### src/rtl/ddr_arb_pkg.sv
// Shared types and constants for the two-master DDR AXI arbiter.
package ddr_arb_pkg;

    localparam int SID_W       = 5;
    localparam int MID_W       = SID_W + 1;
    localparam int ARB_IDX_BIT = SID_W;

    typedef enum logic [1:0] {
        W_IDLE = 2'd0,
        W_ADDR = 2'd1,
        W_DATA = 2'd2
    } wstate_e;

endpackage

### src/rtl/rr_arb2.sv
// Two-way round-robin picker with a grant lock and a priority pointer.
// While lock is high the previously captured grant is held; gnt_vld then
// simply follows that requester's valid.
module rr_arb2 (
    input  logic       clk,
    input  logic       rstn,
    input  logic [1:0] req,
    input  logic       lock,
    input  logic       adv,
    output logic       gnt_idx,
    output logic       gnt_vld
);

    logic prio_r;
    logic gnt_r;
    logic pick_s;

    // Round-robin pick: the pointed-to port first, otherwise the other one.
    always_comb begin
        pick_s = prio_r;
        if (req[prio_r]) begin
            pick_s = prio_r;
        end else if (req[~prio_r]) begin
            pick_s = ~prio_r;
        end else begin
            pick_s = prio_r;
        end
    end

    // Grant selection: the held grant while locked, the fresh pick otherwise.
    always_comb begin
        gnt_idx = pick_s;
        if (lock) begin
            gnt_idx = gnt_r;
        end else begin
            gnt_idx = pick_s;
        end
        gnt_vld = req[gnt_idx];
    end

    // Capture the grant whenever unlocked; move the pointer on each advance.
    always_ff @(posedge clk or negedge rstn) begin
        if (!rstn) begin
            gnt_r  <= 1'b0;
            prio_r <= 1'b0;
        end else begin
            if (!lock && (req != 2'b00)) begin
                gnt_r <= pick_s;
            end else begin
                gnt_r <= gnt_r;
            end
            if (adv) begin
                prio_r <= ~gnt_idx;
            end else begin
                prio_r <= prio_r;
            end
        end
    end

endmodule

### src/rtl/ddr_axi_arb.sv
// Two-master AXI4 arbiter onto a single DDR master port. Reads and writes
// are arbitrated independently; the winning port index becomes the top ID
// bit so that R and B can be steered back without any tracking state.
module ddr_axi_arb #(
    parameter int SID_W  = 5,
    parameter int ADDR_W = 32,
    parameter int DATA_W = 32
) (
    input  logic                clk,
    input  logic                rstn,
    // CPU port, index 0
    input  logic [SID_W-1:0]    s0_awid,
    input  logic [ADDR_W-1:0]   s0_awaddr,
    input  logic [7:0]          s0_awlen,
    input  logic [2:0]          s0_awsize,
    input  logic [1:0]          s0_awburst,
    input  logic                s0_awvalid,
    output logic                s0_awready,
    input  logic [DATA_W-1:0]   s0_wdata,
    input  logic [DATA_W/8-1:0] s0_wstrb,
    input  logic                s0_wlast,
    input  logic                s0_wvalid,
    output logic                s0_wready,
    output logic [SID_W-1:0]    s0_bid,
    output logic [1:0]          s0_bresp,
    output logic                s0_bvalid,
    input  logic                s0_bready,
    input  logic [SID_W-1:0]    s0_arid,
    input  logic [ADDR_W-1:0]   s0_araddr,
    input  logic [7:0]          s0_arlen,
    input  logic [2:0]          s0_arsize,
    input  logic [1:0]          s0_arburst,
    input  logic                s0_arvalid,
    output logic                s0_arready,
    output logic [SID_W-1:0]    s0_rid,
    output logic [DATA_W-1:0]   s0_rdata,
    output logic [1:0]          s0_rresp,
    output logic                s0_rlast,
    output logic                s0_rvalid,
    input  logic                s0_rready,
    // DMA port, index 1
    input  logic [SID_W-1:0]    s1_awid,
    input  logic [ADDR_W-1:0]   s1_awaddr,
    input  logic [7:0]          s1_awlen,
    input  logic [2:0]          s1_awsize,
    input  logic [1:0]          s1_awburst,
    input  logic                s1_awvalid,
    output logic                s1_awready,
    input  logic [DATA_W-1:0]   s1_wdata,
    input  logic [DATA_W/8-1:0] s1_wstrb,
    input  logic                s1_wlast,
    input  logic                s1_wvalid,
    output logic                s1_wready,
    output logic [SID_W-1:0]    s1_bid,
    output logic [1:0]          s1_bresp,
    output logic                s1_bvalid,
    input  logic                s1_bready,
    input  logic [SID_W-1:0]    s1_arid,
    input  logic [ADDR_W-1:0]   s1_araddr,
    input  logic [7:0]          s1_arlen,
    input  logic [2:0]          s1_arsize,
    input  logic [1:0]          s1_arburst,
    input  logic                s1_arvalid,
    output logic                s1_arready,
    output logic [SID_W-1:0]    s1_rid,
    output logic [DATA_W-1:0]   s1_rdata,
    output logic [1:0]          s1_rresp,
    output logic                s1_rlast,
    output logic                s1_rvalid,
    input  logic                s1_rready,
    // DDR master port
    output logic [SID_W:0]      m_awid,
    output logic [ADDR_W-1:0]   m_awaddr,
    output logic [7:0]          m_awlen,
    output logic [2:0]          m_awsize,
    output logic [1:0]          m_awburst,
    output logic                m_awvalid,
    input  logic                m_awready,
    output logic [DATA_W-1:0]   m_wdata,
    output logic [DATA_W/8-1:0] m_wstrb,
    output logic                m_wlast,
    output logic                m_wvalid,
    input  logic                m_wready,
    input  logic [SID_W:0]      m_bid,
    input  logic [1:0]          m_bresp,
    input  logic                m_bvalid,
    output logic                m_bready,
    output logic [SID_W:0]      m_arid,
    output logic [ADDR_W-1:0]   m_araddr,
    output logic [7:0]          m_arlen,
    output logic [2:0]          m_arsize,
    output logic [1:0]          m_arburst,
    output logic                m_arvalid,
    input  logic                m_arready,
    input  logic [SID_W:0]      m_rid,
    input  logic [DATA_W-1:0]   m_rdata,
    input  logic [1:0]          m_rresp,
    input  logic                m_rlast,
    input  logic                m_rvalid,
    output logic                m_rready
);

    import ddr_arb_pkg::*;

    // ------------------------------------------------------------------
    // Read address path
    // ------------------------------------------------------------------
    logic ar_lock_r;
    logic ar_idx_s;
    logic ar_vld_s;

    rr_arb2 u_ar_arb (
        .clk     (clk),
        .rstn    (rstn),
        .req     ({s1_arvalid, s0_arvalid}),
        .lock    (ar_lock_r),
        .adv     (m_arvalid & m_arready),
        .gnt_idx (ar_idx_s),
        .gnt_vld (ar_vld_s)
    );

    // Hold the read grant while an address is waiting for m_arready.
    always_ff @(posedge clk or negedge rstn) begin
        if (!rstn) begin
            ar_lock_r <= 1'b0;
        end else begin
            ar_lock_r <= m_arvalid & ~m_arready;
        end
    end

    // Steer the granted AR channel to the master and its ready back.
    always_comb begin
        m_arvalid  = ar_vld_s;
        s0_arready = 1'b0;
        s1_arready = 1'b0;
        if (ar_idx_s) begin
            m_arid     = {1'b1, s1_arid};
            m_araddr   = s1_araddr;
            m_arlen    = s1_arlen;
            m_arsize   = s1_arsize;
            m_arburst  = s1_arburst;
            s1_arready = m_arready & ar_vld_s;
        end else begin
            m_arid     = {1'b0, s0_arid};
            m_araddr   = s0_araddr;
            m_arlen    = s0_arlen;
            m_arsize   = s0_arsize;
            m_arburst  = s0_arburst;
            s0_arready = m_arready & ar_vld_s;
        end
    end

    // Route R beats back by the port bit of the returned ID.
    always_comb begin
        s0_rid    = m_rid[SID_W-1:0];
        s1_rid    = m_rid[SID_W-1:0];
        s0_rdata  = m_rdata;
        s1_rdata  = m_rdata;
        s0_rresp  = m_rresp;
        s1_rresp  = m_rresp;
        s0_rlast  = m_rlast;
        s1_rlast  = m_rlast;
        s0_rvalid = m_rvalid & ~m_rid[SID_W];
        s1_rvalid = m_rvalid &  m_rid[SID_W];
        if (m_rid[SID_W]) begin
            m_rready = s1_rready;
        end else begin
            m_rready = s0_rready;
        end
    end

    // Route B responses back by the port bit, independent of the write FSM.
    always_comb begin
        s0_bid    = m_bid[SID_W-1:0];
        s1_bid    = m_bid[SID_W-1:0];
        s0_bresp  = m_bresp;
        s1_bresp  = m_bresp;
        s0_bvalid = m_bvalid & ~m_bid[SID_W];
        s1_bvalid = m_bvalid &  m_bid[SID_W];
        if (m_bid[SID_W]) begin
            m_bready = s1_bready;
        end else begin
            m_bready = s0_bready;
        end
    end

    // ------------------------------------------------------------------
    // Write path: one burst at a time, AW then all of its W beats
    // ------------------------------------------------------------------
    wstate_e state_r;
    wstate_e state_nx;
    logic    wsel_r;
    logic    aw_idx_s;
    logic    aw_vld_s;
    logic    sel_wvalid_s;
    logic    w_last_hs_s;

    rr_arb2 u_aw_arb (
        .clk     (clk),
        .rstn    (rstn),
        .req     ({s1_awvalid, s0_awvalid}),
        .lock    (state_r != W_IDLE),
        .adv     (w_last_hs_s),
        .gnt_idx (aw_idx_s),
        .gnt_vld (aw_vld_s)
    );

    // Write FSM state register.
    always_ff @(posedge clk or negedge rstn) begin
        if (!rstn) begin
            state_r <= W_IDLE;
        end else begin
            state_r <= state_nx;
        end
    end

    // Latch the write winner on leaving idle; it owns AW and W until wlast.
    always_ff @(posedge clk or negedge rstn) begin
        if (!rstn) begin
            wsel_r <= 1'b0;
        end else if ((state_r == W_IDLE) && aw_vld_s) begin
            wsel_r <= aw_idx_s;
        end else begin
            wsel_r <= wsel_r;
        end
    end

    // Write FSM next-state logic.
    always_comb begin
        state_nx = state_r;
        case (state_r)
            W_IDLE: begin
                if (aw_vld_s) begin
                    state_nx = W_ADDR;
                end else begin
                    state_nx = W_IDLE;
                end
            end
            W_ADDR: begin
                if (m_awready) begin
                    state_nx = W_DATA;
                end else begin
                    state_nx = W_ADDR;
                end
            end
            W_DATA: begin
                if (w_last_hs_s) begin
                    state_nx = W_IDLE;
                end else begin
                    state_nx = W_DATA;
                end
            end
            default: begin
                state_nx = W_IDLE;
            end
        endcase
    end

    // Write FSM outputs: AW/W muxed from the selected port, gated by state.
    always_comb begin
        m_awvalid   = 1'b0;
        s0_awready  = 1'b0;
        s1_awready  = 1'b0;
        m_wvalid    = 1'b0;
        s0_wready   = 1'b0;
        s1_wready   = 1'b0;
        w_last_hs_s = 1'b0;
        if (wsel_r) begin
            m_awid       = {1'b1, s1_awid};
            m_awaddr     = s1_awaddr;
            m_awlen      = s1_awlen;
            m_awsize     = s1_awsize;
            m_awburst    = s1_awburst;
            m_wdata      = s1_wdata;
            m_wstrb      = s1_wstrb;
            m_wlast      = s1_wlast;
            sel_wvalid_s = s1_wvalid;
        end else begin
            m_awid       = {1'b0, s0_awid};
            m_awaddr     = s0_awaddr;
            m_awlen      = s0_awlen;
            m_awsize     = s0_awsize;
            m_awburst    = s0_awburst;
            m_wdata      = s0_wdata;
            m_wstrb      = s0_wstrb;
            m_wlast      = s0_wlast;
            sel_wvalid_s = s0_wvalid;
        end
        case (state_r)
            W_ADDR: begin
                m_awvalid = 1'b1;
                if (wsel_r) begin
                    s1_awready = m_awready;
                end else begin
                    s0_awready = m_awready;
                end
            end
            W_DATA: begin
                m_wvalid = sel_wvalid_s;
                if (wsel_r) begin
                    s1_wready = m_wready;
                end else begin
                    s0_wready = m_wready;
                end
                w_last_hs_s = sel_wvalid_s & m_wready & m_wlast;
            end
            default: begin
                m_awvalid = 1'b0;
            end
        endcase
    end

endmodule

### config.mk
export PLATFORM = sky130hd
export DESIGN_NAME = ddr_axi_arb
export DESIGN_NICKNAME = d
export VERILOG_FILES = /design/src/rtl/ddr_arb_pkg.sv /design/src/rtl/rr_arb2.sv /design/src/rtl/ddr_axi_arb.sv
export SDC_FILE = /design/constraint.sdc
export NUM_CORES = 1
export LEC_CHECK = 0
export BUFFER_PORTS_ARGS = -buffer_cell sky130_fd_sc_hd__buf_2
export CORE_AREA = 2 2 231 233
export DETAILED_ROUTE_END_ITERATION = 6
export DIE_AREA = 0 0 233 235
export PLACE_DENSITY = 0.3
export SYNTH_ARGS = -nofsm -noshare
export SYNTH_HDL_FRONTEND = slang
export SYNTH_SLANG_ARGS = --single-unit
### constraint.sdc
create_clock -name clk -period 2.3 [get_ports clk]
set_input_delay 0.575 -clock clk [delete_from_list [all_inputs] [get_ports clk]]
set_output_delay 0.575 -clock clk [all_outputs]
set_load 0.03 [all_outputs]
Yosys cells after proc, flatten, opt, wreduce, memory -nomap -nowiden
Cells that the tools add are included.
{"block": "totals", "ff_bits": 8, "output_inout_bits": 248, "elab_cells": 90}
{"block": "op_classes", "magnitude_cmp": 6, "n_eq_ne": 2, "muxes": 51, "n_bitwise": 15, "reduce_logical": 9}
{"operator": "$mux 32", "n": 3}
{"operator": "$mux 1", "n": 36}
{"operator": "$mux 8", "n": 2}
{"operator": "$lt 1x2->1 const B", "n": 6}
{"operator": "$mux 6", "n": 2}
{"operator": "$and 1x1->1", "n": 8}
{"operator": "$mux 2", "n": 4}
{"operator": "$not 1->1", "n": 7}
{"operator": "$mux 3", "n": 2}
{"operator": "$pmux 2 s3", "n": 1}
{"operator": "$reduce_bool 2->1", "n": 3}
{"operator": "$mux 4", "n": 1}
{"operator": "$logic_and 1x1->1", "n": 3}
{"operator": "$eq 2x1->1 const B", "n": 1}
{"operator": "$eq 2x2->1 const B", "n": 1}
{"operator": "$logic_not 1->1", "n": 2}
{"operator": "$logic_not 2->1", "n": 1}

Longest topological paths before layout
Gate-level depths: netlist (run 1).
{"block": "depth", "ltp_word": 10, "ltp_mapped": 5, "mapped_depth_nobuf": 3}

Modules after synthesis
A second synthesis (run 1) with hierarchy kept.
{"block": "hier_totals", "cells_unflattened": 322, "hier_area_um2": 3205.6}
{"mod": "ddr_axi_arb", "n_inst": 1, "cells_each": 282, "area_per_inst_um2": 2917.8}
{"mod": "rr_arb2", "n_inst": 2, "cells_each": 20, "area_per_inst_um2": 143.9}

Least setup slack after synthesis (run 1)
Ideal clock, no wire load.
{"block": "synth_path", "path_kind": "in2out", "start": "in s0_arvalid", "end": "out m_araddr[0]", "arrival_time_ps": 1685, "slack_ps": 40, "stages": 4, "n_path_buf": 1, "path_cell_list": "a21boi_1 > o31ai_4 > buf_6 > mux2_2"}
{"block": "synth_via", "elab_chain_cells": 6}
{"item": "from (decl)", "line_no": "ddr_axi_arb.sv:33", "source": "input logic s0_arvalid,"}
{"item": "$mux 1 (implied by the code) (2 in series)", "line_no": "rr_arb2.sv:23", "source": "end else if (req[~prio_r]) begin"}
{"item": "$mux 1", "line_no": "rr_arb2.sv:23"}
{"item": "$mux 1 *", "line_no": "rr_arb2.sv:21", "source": "if (req[prio_r]) begin"}
{"item": "$mux 1 *", "line_no": "rr_arb2.sv:33", "source": "if (lock) begin"}
{"item": "$mux 32 *", "line_no": "ddr_axi_arb.sv:136", "source": "if (ar_idx_s) begin"}
{"item": "to (decl)", "line_no": "ddr_axi_arb.sv:89", "source": "output logic [ADDR_W-1:0] m_araddr,"}
Every way passes the cells marked *; elsewhere a longest branch is shown, timed or not. The select of a mux whose other input is x is not followed.

Worst setup path after layout (run 1)
{"block": "layout_path", "start": "in s0_arvalid", "end": "out m_araddr[8]"}
The elaborated chain is that of the path after synthesis.

==> impl_summary.txt, run 1 <==
----------------------------------------------------
[Floorplan]
  Area of the core region ... approximately 52000 sq um
  Row cnt ... 84
  Area of the die ... between 50000 and 60000 sq um
  Io pins ... between 500 and 600
  Chip Height ... around 240 um
  Width of the die ... roughly 230 um
  Initial Utilization ... roughly 5.5%

[Job]
  Maximum Capacitance Violations ... 0

[Power]
  Peak supply drop ... 344 uV
  Leakage power ... between 2 and 3 nW
  Power per cell area ... between 800 and 900 nW/um^2

[Global route]
  Number of antenna violations at the first check in global routing ... 7
  Global-route wire length before repair ... approximately 20000 um
  Number of global-route vias before repair ... 3590
  GRT Util Overall ... 5.01%
  GR Overflow Total ... 0
  Pin count of the biggest net entering global routing ... 34

[Logic synthesis]
  Async set-reset flop share out of synthesis ... 100%
  Number of flip-flops and latches in the synthesized netlist ... 8
  Main combinational cell family by area after synthesis ... multiplexers
  Seq/Total Area, Yosys ... slightly below 7%
  Number of flops mapped to enable cells by yosys ... 0
  Mean cell area of the mapped netlist ... 9.37 sq um
  Synth Area in XOR/XNOR ... 0%
  Synthesized Nets ... 649
  Synth Flop Type ... sky130_fd_sc_hd__dfrtp_1
  Share of synthesized cell area in full adder, half adder and majority cells ... 0%
  Number of standard cells after synthesis ... slightly above 300
  Synth Warn # ... 0
  Multiplexer share of the synthesized area ... between 50% and 60%
  Post-synthesis simple-gate area fraction ... under 10%
  Count of cell types in the netlist ... 27
  Area of the mapped netlist ... about 2900 sq um
  Synthesized-area fraction occupied by ao, oa, aoi and oai cells ... under 10%

[STA]
  Post-route fraction of the period consumed by the critical path ... 107%
  Maximum clock frequency ... around 0.41 GHz
  Transition at the pin with the smallest max-transition slack ... just over 0.3 ns
  Worst setup slack after layout ... -0.158 ns
  Final Skew ... 0.000159 ns
  Fin. Hold Viols ... 0
  Minimum clock period ... around 2.5 ns
  Max Slew Vio Count ... 0
  Unrepaired setup endpoints after global routing ... yes
  Normalized max-slew margin ... around 79%
  Total setup violations reported at the end of the flow ... 50

[Critical path]
  Signal arrival time at the worst endpoint ... between 1.5 and 2 ns
  Internal reg-to-reg setup slack ... 0.69 ns
  CP max FO ... 13
  Kind of capture point of the worst setup path ... output pin
  Worst setup path class ... input port to output pin
  First element of the critical path ... s0_arvalid
  Req. time, crit path ... around 1.7 ns
  Depth of the worst register-to-register path ... 4
  Kind of launch point of the worst setup path ... input port
  Worst setup path end ... m_araddr[8]
  Crit Reg-Reg Endpoint ... u_aw_arb.prio_r$_DFFE_PN0P_
  Startpoint of the lowest-slack register-to-register path ... wsel_r$_DFFE_PN0P_

[Min path]
  Type of the tightest min-delay check ... input port to async pin

[Outcome]
  Result of the run ... complete, but fails checks
  Failing checks ... setup timing

[Placement]
  Half-perimeter wire length after placement ... around 14000 um
  Port buffer count ... 446
  Placer Congestion ... 0.745
  Post-Place Worst Slack ... -0.237 ns

[Final layout]
  Ratio of cells with drive above 1 in the final layout ... a little over 90%
  Most frequent cells in the layout ... sky130_fd_sc_hd__buf_2 (393), sky130_fd_sc_hd__mux2_2 (107), sky130_fd_sc_hd__buf_6 (50), sky130_fd_sc_hd__mux2_4 (32), sky130_fd_sc_hd__buf_4 (16)
  Most common library cell in the layout ignoring fill and taps ... sky130_fd_sc_hd__buf_2
  P&R area growth vs syn ... 107%
  Filler cell count ... about 6k
  Net count of the finished layout ... just over 1k
  Final core area utilization ... 11.5%

[Clock tree]
  TritonCTS clock tree ... done
  CTS root buf ... sky130_fd_sc_hd__clkbuf_16
  Maximum buffer depth of the clock tree ... 2
  H-tree Lvls ... 1
  Number of buffers inserted during clock tree synthesis ... 3
  Clk slew on worst S/H paths ... approximately 0.04 ns
  Clock sink count ... 8
  Insertion delay of the later-clocked pin in the worst-skew pair ... around 0.24 ns

[Detailed routing]
  Detailed-router iteration count before antenna repair ... 4
  DRC ... 0
  Ratio of routed vias to standard cells ... 2.68
  Routed length per instance ... 12.1 um
  Number of violations reported at the end of detailed-routing iteration 0 ... a little over 70
  Final wirelength ... between 15000 and 20000 um
  Number of nets still failing antenna checks after routing ... 0
  Detailed-route via count ... between 3k and 4k

----------------------------------------------------
-- logic make-up after synthesis --
group                  after synthesis
DFF                                  8
and+or+nand+nor                     34
muxes                              141
AOI/OAI and AO/OA                   11
buffers and inverters              115
-- metrics by stage --
| stage | setup TNS [ns] | total power, mW | area, sq um | hold WS, ns | cells |
|---|---|---|---|---|---|
| finish | -5.77 | 5.03 | 6000 | 0.198 | 1360 |
| global route | -8.65 | 5.31 | 6000 | 0.222 | 1360 |
| CTS | -8.49 | 4.75 | 5500 | 0.211 | 1350 |
| detailed placement | -10.93 | 4.28 | 5300 | 0.453 | 1343 |
| global placement | -9.90 | 4.30 | 5300 | 0.446 | 1343 |
| floorplan | 0 | 3.42 | 2900 | 0.279 | 309 |
-- power by group --
group / internal [mW] / leakage (nW) / total (mW) / switching [mW]
Combinational: 1.93 / 2.84 / 4.39 / 2.46
Clock: 0.233 / 0.0382 / 0.325 / 0.0912
Sequential: 0.202 / 0.0902 / 0.315 / 0.113
-- flip-flops by register name, summed over array words and instances (netlist names) --
register / flops
wsel_r: 1
u_ar_arb.prio_r: 1
u_aw_arb.gnt_r: 1
ar_lock_r: 1
u_ar_arb.gnt_r: 1
state_r: 2
u_aw_arb.prio_r: 1
-- Yosys cell counts, types with 3 or more instances --
library cell | count | area [sq um]
sky130_fd_sc_hd__mux2_2 | 139 | 1570
sky130_fd_sc_hd__nor2b_1 | 6 | 37.5
sky130_fd_sc_hd__buf_1 | 4 | 15.0
sky130_fd_sc_hd__nor2_1 | 7 | 26.3
sky130_fd_sc_hd__buf_4 | 96 | 721
sky130_fd_sc_hd__buf_6 | 5 | 56.3
sky130_fd_sc_hd__nand2_1 | 6 | 22.5
sky130_fd_sc_hd__inv_1 | 3 | 11.3
sky130_fd_sc_hd__dfrtp_1 | 8 | 200
sky130_fd_sc_hd__and2_1 | 3 | 18.8
sky130_fd_sc_hd__a21oi_1 | 3 | 15.0
sky130_fd_sc_hd__buf_2 | 5 | 25.0
-- worst min path at each step --
stage,startpoint,cells after the start,to
CTS,rstn,1,u_aw_arb.prio_r$_DFFE_PN0P_
finish,rstn,1,state_r[0]$_DFF_PN0_
floorplan,rstn,0,ar_lock_r$_DFF_PN0_
detailed placement,u_aw_arb.gnt_r$_DFFE_PN0P_,1,u_aw_arb.prio_r$_DFFE_PN0P_
global placement,u_aw_arb.gnt_r$_DFFE_PN0P_,1,u_aw_arb.prio_r$_DFFE_PN0P_
global route,rstn,1,u_aw_arb.prio_r$_DFFE_PN0P_
-- routing by layer --
metal  GRT usage (%)  share of wire [%]
met1            4.54                 33
met2            9.85                 52
met3            1.88                 11
met4            1.99                3.6
met5               0              0.079
-- timing repair --
action	4_1_cts	5_1_grt
cloned	1	4
endpoints found under the hold margin	0	0
setup endpoints to repair	50	51
hold buffers	0	0
setup buffers	2	2
resized for setup	32	135
-- layout make-up --
type                            count  area, sq um  area share, %
Multi-Input combinational cell    186         2000           33.3
Clock buffer                        4         78.8           1.31
Sequential cell                     8          206           3.44
Inverter                            3         11.3          0.188
Tap cell                          688          861           14.4
Timing Repair Buffer              467         2830           47.2
Antenna cell                        4         10.0          0.167
-- critical path, stage by stage --
cell,delay [ns]
sky130_fd_sc_hd__buf_6,0.09
sky130_fd_sc_hd__a21boi_4,0.13
sky130_fd_sc_hd__o31ai_4,0.22
sky130_fd_sc_hd__buf_6,0.17
sky130_fd_sc_hd__buf_12,0.16
sky130_fd_sc_hd__mux2_2,0.35
sky130_fd_sc_hd__buf_4,0.17
(Power assumes the default switching activity.)
==> run 2: changes to the inputs <==
BUFFER_PORTS_ARGS = -buffer_cell sky130_fd_sc_hd__buf_4   (was -buffer_cell sky130_fd_sc_hd__buf_2)
==> impl_summary.txt, run 2 (synthesis gave the netlist of run 1 again) <==
----------------------------------------------------
[Detailed routing]
  Routed length per instance ... between 10 and 15 um
  Final wirelength ... about 18000 um
  Number of violations reported at the end of detailed-routing iteration 0 ... 54
  Detailed-route via count ... roughly 3.7k
  Number of nets still failing antenna checks after routing ... 0
  Detailed-router iteration count before antenna repair ... 5
  Ratio of routed vias to standard cells ... 2.71
  DRC ... 0

[Floorplan]
  Area of the core region ... 52200 sq um
  Area of the die ... 54800 sq um
  Row cnt ... 84
  Chip Height ... between 200 and 250 um
  Initial Utilization ... under 10%
  Io pins ... between 500 and 600
  Width of the die ... ~230 um

[Outcome]
  Result of the run ... complete, but fails checks
  Failing checks ... setup timing

[STA]
  Maximum clock frequency ... roughly 0.41 GHz
  Aggregate negative setup slack ... -5.56 ns
  Minimum clock period ... approximately 2.4 ns
  Normalized max-slew margin ... between 70% and 80%
  Max Slew Vio Count ... 0
  Post-route fraction of the period consumed by the critical path ... 106%
  Total setup violations reported at the end of the flow ... 51
  Final Skew ... 0.000363 ns
  Fin. Hold Viols ... 0
  Worst setup slack after layout ... -0.143 ns
  Transition at the pin with the smallest max-transition slack ... around 0.30 ns
  Unrepaired setup endpoints after global routing ... yes

[Placement]
  Placed Instances ... 1346
  Placer Congestion ... 0.726
  Half-perimeter wire length after placement ... approximately 15000 um
  Placement Cell Area ... between 6000 and 7000 sq um
  Port buffer count ... around 450
  Post-Place Worst Slack ... -0.189 ns

[Power]
  Power per cell area ... 800 nW/um^2
  PnR Total Power ... ~5.5 mW
  Peak supply drop ... roughly 420 uV
  Leakage power ... 3.24 nW

[Clock tree]
  Maximum buffer depth of the clock tree ... 2
  CTS root buf ... sky130_fd_sc_hd__clkbuf_16
  Insertion delay of the later-clocked pin in the worst-skew pair ... 0.24 ns
  Number of buffers inserted during clock tree synthesis ... 3
  TritonCTS clock tree ... done
  Clk slew on worst S/H paths ... ~0.040 ns
  Count of hold-fix buffers inserted at cts ... 0
  H-tree Lvls ... 1
  Clock sink count ... 8

[Global route]
  Global-route wire length before repair ... about 24000 um
  GR Overflow Total ... 0
  Number of antenna violations at the first check in global routing ... 1
  Number of global-route vias before repair ... 3941
  Pin count of the biggest net entering global routing ... 21
  GRT Util Overall ... 5.84%

[Final layout]
  Layout Cell Area excl Fill ... a little under 7000 sq um
  Number of flip-flops in the largest register ... 2
  Net count of the finished layout ... 1013
  Filler cell count ... about 6.0k
  Most common library cell in the layout ignoring fill and taps ... sky130_fd_sc_hd__buf_4
  Biggest register ... state_r
  Ratio of cells with drive above 1 in the final layout ... 92.4%
  Most frequent cells in the layout ... sky130_fd_sc_hd__buf_4 (433), sky130_fd_sc_hd__mux2_2 (119), sky130_fd_sc_hd__buf_6 (28), sky130_fd_sc_hd__mux2_4 (20)
  Fin cells ... about 1.4k
  P&R area growth vs syn ... 138%

[Critical path]
  Kind of launch point of the worst setup path ... input port
  Req. time, crit path ... roughly 1.7 ns
  Kind of capture point of the worst setup path ... output pin
  Gate family responsible for the most delay along the worst path ... buffers and inverters
  Worst setup path class ... input port to output pin
  Largest stage delay, worst path ... 0.31 ns
  Cell chain of the critical path ... buf_6, a21boi_4, o31ai_4, buf_6, buf_16, buf_12, mux2_4, buf_6
  Worst path bufs/invs ... 5
  CP max FO ... 8
  Slowest cell on the critical path ... sky130_fd_sc_hd__mux2_4
  Most used cell, CP ... sky130_fd_sc_hd__buf_6
  Signal arrival time at the worst endpoint ... around 1.9 ns

[Job]
  Maximum Capacitance Violations ... 0

[Min path]
  Type of the tightest min-delay check ... input port to async pin

----------------------------------------------------
==> run 2: cell types whose count changed in the layout (fill, tap and decap cells not counted), sizes merged <==
cell    previous run  this run
buf              464       471
clkbuf             7         4
diode              4         1
==> run 2: path summary, 6_finish.rpt <==
kind	start	end	slack, ns	depth (start not counted)
worst max-delay path	s0_arvalid	m_arlen[7]	-0.14	8
worst min-delay path	rstn	u_aw_arb.gnt_r$_DFFE_PN0P_	0.16	1
worst max register to register	wsel_r$_DFFE_PN0P_	u_aw_arb.prio_r$_DFFE_PN0P_	0.77	4
worst min register to register	u_aw_arb.gnt_r$_DFFE_PN0P_	u_aw_arb.prio_r$_DFFE_PN0P_	0.46	1
max in group asynchronous	rstn	wsel_r$_DFFE_PN0P_	1.98	1
min in group clk	u_aw_arb.gnt_r$_DFFE_PN0P_	u_aw_arb.prio_r$_DFFE_PN0P_	0.46	1
==> run 2: routing by layer <==
metal | track usage, % | vias up | wire [um] | part of all wire [%]
met3 | 2.16 | 21 | 2120 | 12
li1 | - | 1716 | - | -
met5 | 0 | - | 0 | 0
met2 | 11.7 | 337 | 9600 | 54
met1 | 5.42 | 1612 | 5630 | 32
met4 | 1.45 | 0 | 372 | 2.1
==> run 2: cell type report <==
class	instances	area [sq um]	area share, %
timing repair buffer	471	3760	54.7
antenna	1	2.50	0.0364
sequential	8	206	3.00
clock buffer	4	78.8	1.15
inverter	3	11.3	0.164
multi-input combinational	186	1950	28.4
tap	688	861	12.5
==> run 2: through the flow <==
step                hold slack, ns  util [%]
floorplan                    0.279         -
global placement             0.423      12.3
finish                       0.161      13.2
CTS                          0.163      13.0
detailed placement           0.423      12.3
global route                 0.164      13.2
==> run 2: repair_timing <==
item                                    4_1_cts  5_1_grt
pin swaps                                     0        0
buffers inserted                              8        1
endpoints found under the setup margin       77       52
gates cloned                                  1        0
gates resized for setup                      37       24
==> run 2: power breakdown <==
part	switching, mW	internal (mW)
combinational	2.50	2.35
clock	0.0859	0.233
sequential	0.128	0.202
==> run 3: changes to the inputs <==
PLACE_DENSITY = not set   (was 0.3)
==> impl_summary.txt, run 3 (synthesis gave the netlist of run 1 again) <==
----------------------------------------------------
[STA]
  Normalized max-slew margin ... around 82%
  Maximum clock frequency ... ~0.41 GHz
  Transition at the pin with the smallest max-transition slack ... between 0.2 and 0.3 ns
  Unrepaired setup endpoints after global routing ... yes
  Aggregate negative setup slack ... -4.68 ns
  Fin. Hold Viols ... 0
  Max Slew Vio Count ... 0
  Post-route fraction of the period consumed by the critical path ... 106%
  Worst setup slack after layout ... -0.132 ns
  Total setup violations reported at the end of the flow ... 50
  Final Skew ... 0.0129 ns
  Minimum clock period ... around 2.4 ns

[Power]
  Peak supply drop ... 355 uV
  Leakage power ... between 3 and 4 nW
  Power per cell area ... ~800 nW/um^2

[Detailed routing]
  Routed length per instance ... ~13 um
  Final wirelength ... 18400 um
  Number of violations reported at the end of detailed-routing iteration 0 ... 70
  Detailed-route via count ... approximately 3.8k
  DRC ... 0
  Number of nets still failing antenna checks after routing ... 0
  Ratio of routed vias to standard cells ... between 2 and 3
  Detailed-router iteration count before antenna repair ... 4

[Global route]
  Number of antenna violations at the first check in global routing ... 10
  GRT Util Overall ... a little under 6%
  GR Overflow Total ... 0
  Global-route wire length before repair ... roughly 23000 um
  Pin count of the biggest net entering global routing ... 29
  Number of global-route vias before repair ... roughly 4.0k

[Critical path]
  Slowest cell on the critical path ... sky130_fd_sc_hd__mux2_2
  Internal reg-to-reg setup slack ... 0.79 ns
  Startpoint of the lowest-slack register-to-register path ... wsel_r$_DFFE_PN0P_
  First element of the critical path ... s0_arvalid
  Req. time, crit path ... approximately 1.7 ns
  Worst setup path class ... input port to output pin
  Signal arrival time at the worst endpoint ... approximately 1.9 ns
  Most used cell, CP ... sky130_fd_sc_hd__buf_6
  Cell chain of the critical path ... buf_6, a21boi_4, o31ai_4, buf_6, buf_12, mux2_2, buf_6
  CP max FO ... 14
  Kind of capture point of the worst setup path ... output pin
  Kind of launch point of the worst setup path ... input port
  Largest stage delay, worst path ... roughly 0.36 ns

[Placement]
  Half-perimeter wire length after placement ... roughly 16000 um
  Port buffer count ... roughly 450
  Post-Place Worst Slack ... -0.176 ns
  Placement Cell Area ... between 6000 and 7000 sq um
  Placer Congestion ... about 0.94

[Clock tree]
  Number of buffers inserted during clock tree synthesis ... 3
  TritonCTS clock tree ... done
  Clock sink count ... 8
  Maximum buffer depth of the clock tree ... 2
  Insertion delay of the later-clocked pin in the worst-skew pair ... roughly 0.26 ns
  H-tree Lvls ... 1
  CTS root buf ... sky130_fd_sc_hd__clkbuf_16
  Clk slew on worst S/H paths ... around 0.06 ns

[Final layout]
  P&R area growth vs syn ... 143%
  Filler cell count ... a little under 6k
  Most frequent cells in the layout ... sky130_fd_sc_hd__buf_4 (409), sky130_fd_sc_hd__mux2_2 (110), sky130_fd_sc_hd__buf_6 (54), sky130_fd_sc_hd__mux2_4 (29)
  Ratio of cells with drive above 1 in the final layout ... slightly above 90%
  Number of flip-flops in the largest register ... 2
  Layout Cell Area excl Fill ... roughly 7000 sq um
  Biggest register ... state_r
  Net count of the finished layout ... ~1k
  Most common library cell in the layout ignoring fill and taps ... sky130_fd_sc_hd__buf_4

[Outcome]
  Failing checks ... setup timing
  Result of the run ... complete, but fails checks

[Floorplan]
  Initial Utilization ... about 5.5%
  Row cnt ... 84
  Area of the die ... about 55000 sq um
  Width of the die ... approximately 230 um
  Area of the core region ... 52200 sq um
  Io pins ... 588
  Chip Height ... about 240 um

[Min path]
  Type of the tightest min-delay check ... input port to async pin

[Job]
  Maximum Capacitance Violations ... 0

----------------------------------------------------
-- run 3: cell types whose count changed in the layout (fill, tap and decap cells not counted), moves of 2 or more --
cell,delta
sky130_fd_sc_hd__diode_2,+8
sky130_fd_sc_hd__buf_12,-2
sky130_fd_sc_hd__buf_4,-24
sky130_fd_sc_hd__buf_8,-2
sky130_fd_sc_hd__mux2_4,+9
sky130_fd_sc_hd__mux2_2,-9
sky130_fd_sc_hd__buf_6,+26
-- run 3: report_power, final --
part | internal [mW] | total, mW | switching (mW)
sequential | 0.202 | 0.263 | 0.0609
clock | 0.236 | 0.360 | 0.125
combinational | 2.44 | 5.00 | 2.56
-- run 3: final cells by class --
type | count | area (sq um) | share of cell area (%)
clock buffer | 4 | 78.8 | 1.12
sequential | 8 | 206 | 2.94
inverter | 3 | 11.3 | 0.160
multi-input combinational | 186 | 1980 | 28.3
tap | 688 | 861 | 12.3
antenna | 9 | 22.5 | 0.321
timing repair buffer | 471 | 3860 | 54.9
-- run 3: critical path, delay by kind of cell --
kind            cells  cell delay (ns)
compound gates      2             0.34
buf+inv             4             0.56
mux                 1             0.36
-- run 3: path summary, 6_finish.rpt --
check                                                   end  cells after the start
worst max-delay path                           m_araddr[22]                      7
worst min-delay path            u_aw_arb.prio_r$_DFFE_PN0P_                      1
worst max register to register  u_aw_arb.prio_r$_DFFE_PN0P_                      5
worst min register to register  u_aw_arb.prio_r$_DFFE_PN0P_                      1
max in group asynchronous                wsel_r$_DFFE_PN0P_                      1
min in group clk                u_aw_arb.prio_r$_DFFE_PN0P_                      1
-- run 3: through the flow --
stage	cells	total power, mW	utilization, %	hold WS (ns)
2_1_floorplan	309	3.42	-	0.279
3_3_place_gp	1343	4.83	12.3	0.439
3_5_place_dp	1343	4.87	12.3	0.443
4_1_cts	1353	5.55	13.2	0.140
5_1_grt	1369	5.94	13.4	0.141
6_report	1369	5.62	13.4	0.141
-- run 3: per-layer routing --
metal	GRT usage [%]	part of all wire, %
met1	4.81	30
met5	0	0.044
met3	2.55	12
met4	3.22	4.7
met2	11.6	53
-- run 3: timing repair --
action / CTS / global route
buffers inserted: 4 / 6
cloned: 2 / 1
resized for setup: 80 / 11
hold buffers: 0 / 0
setup endpoints to repair: 50 / 75
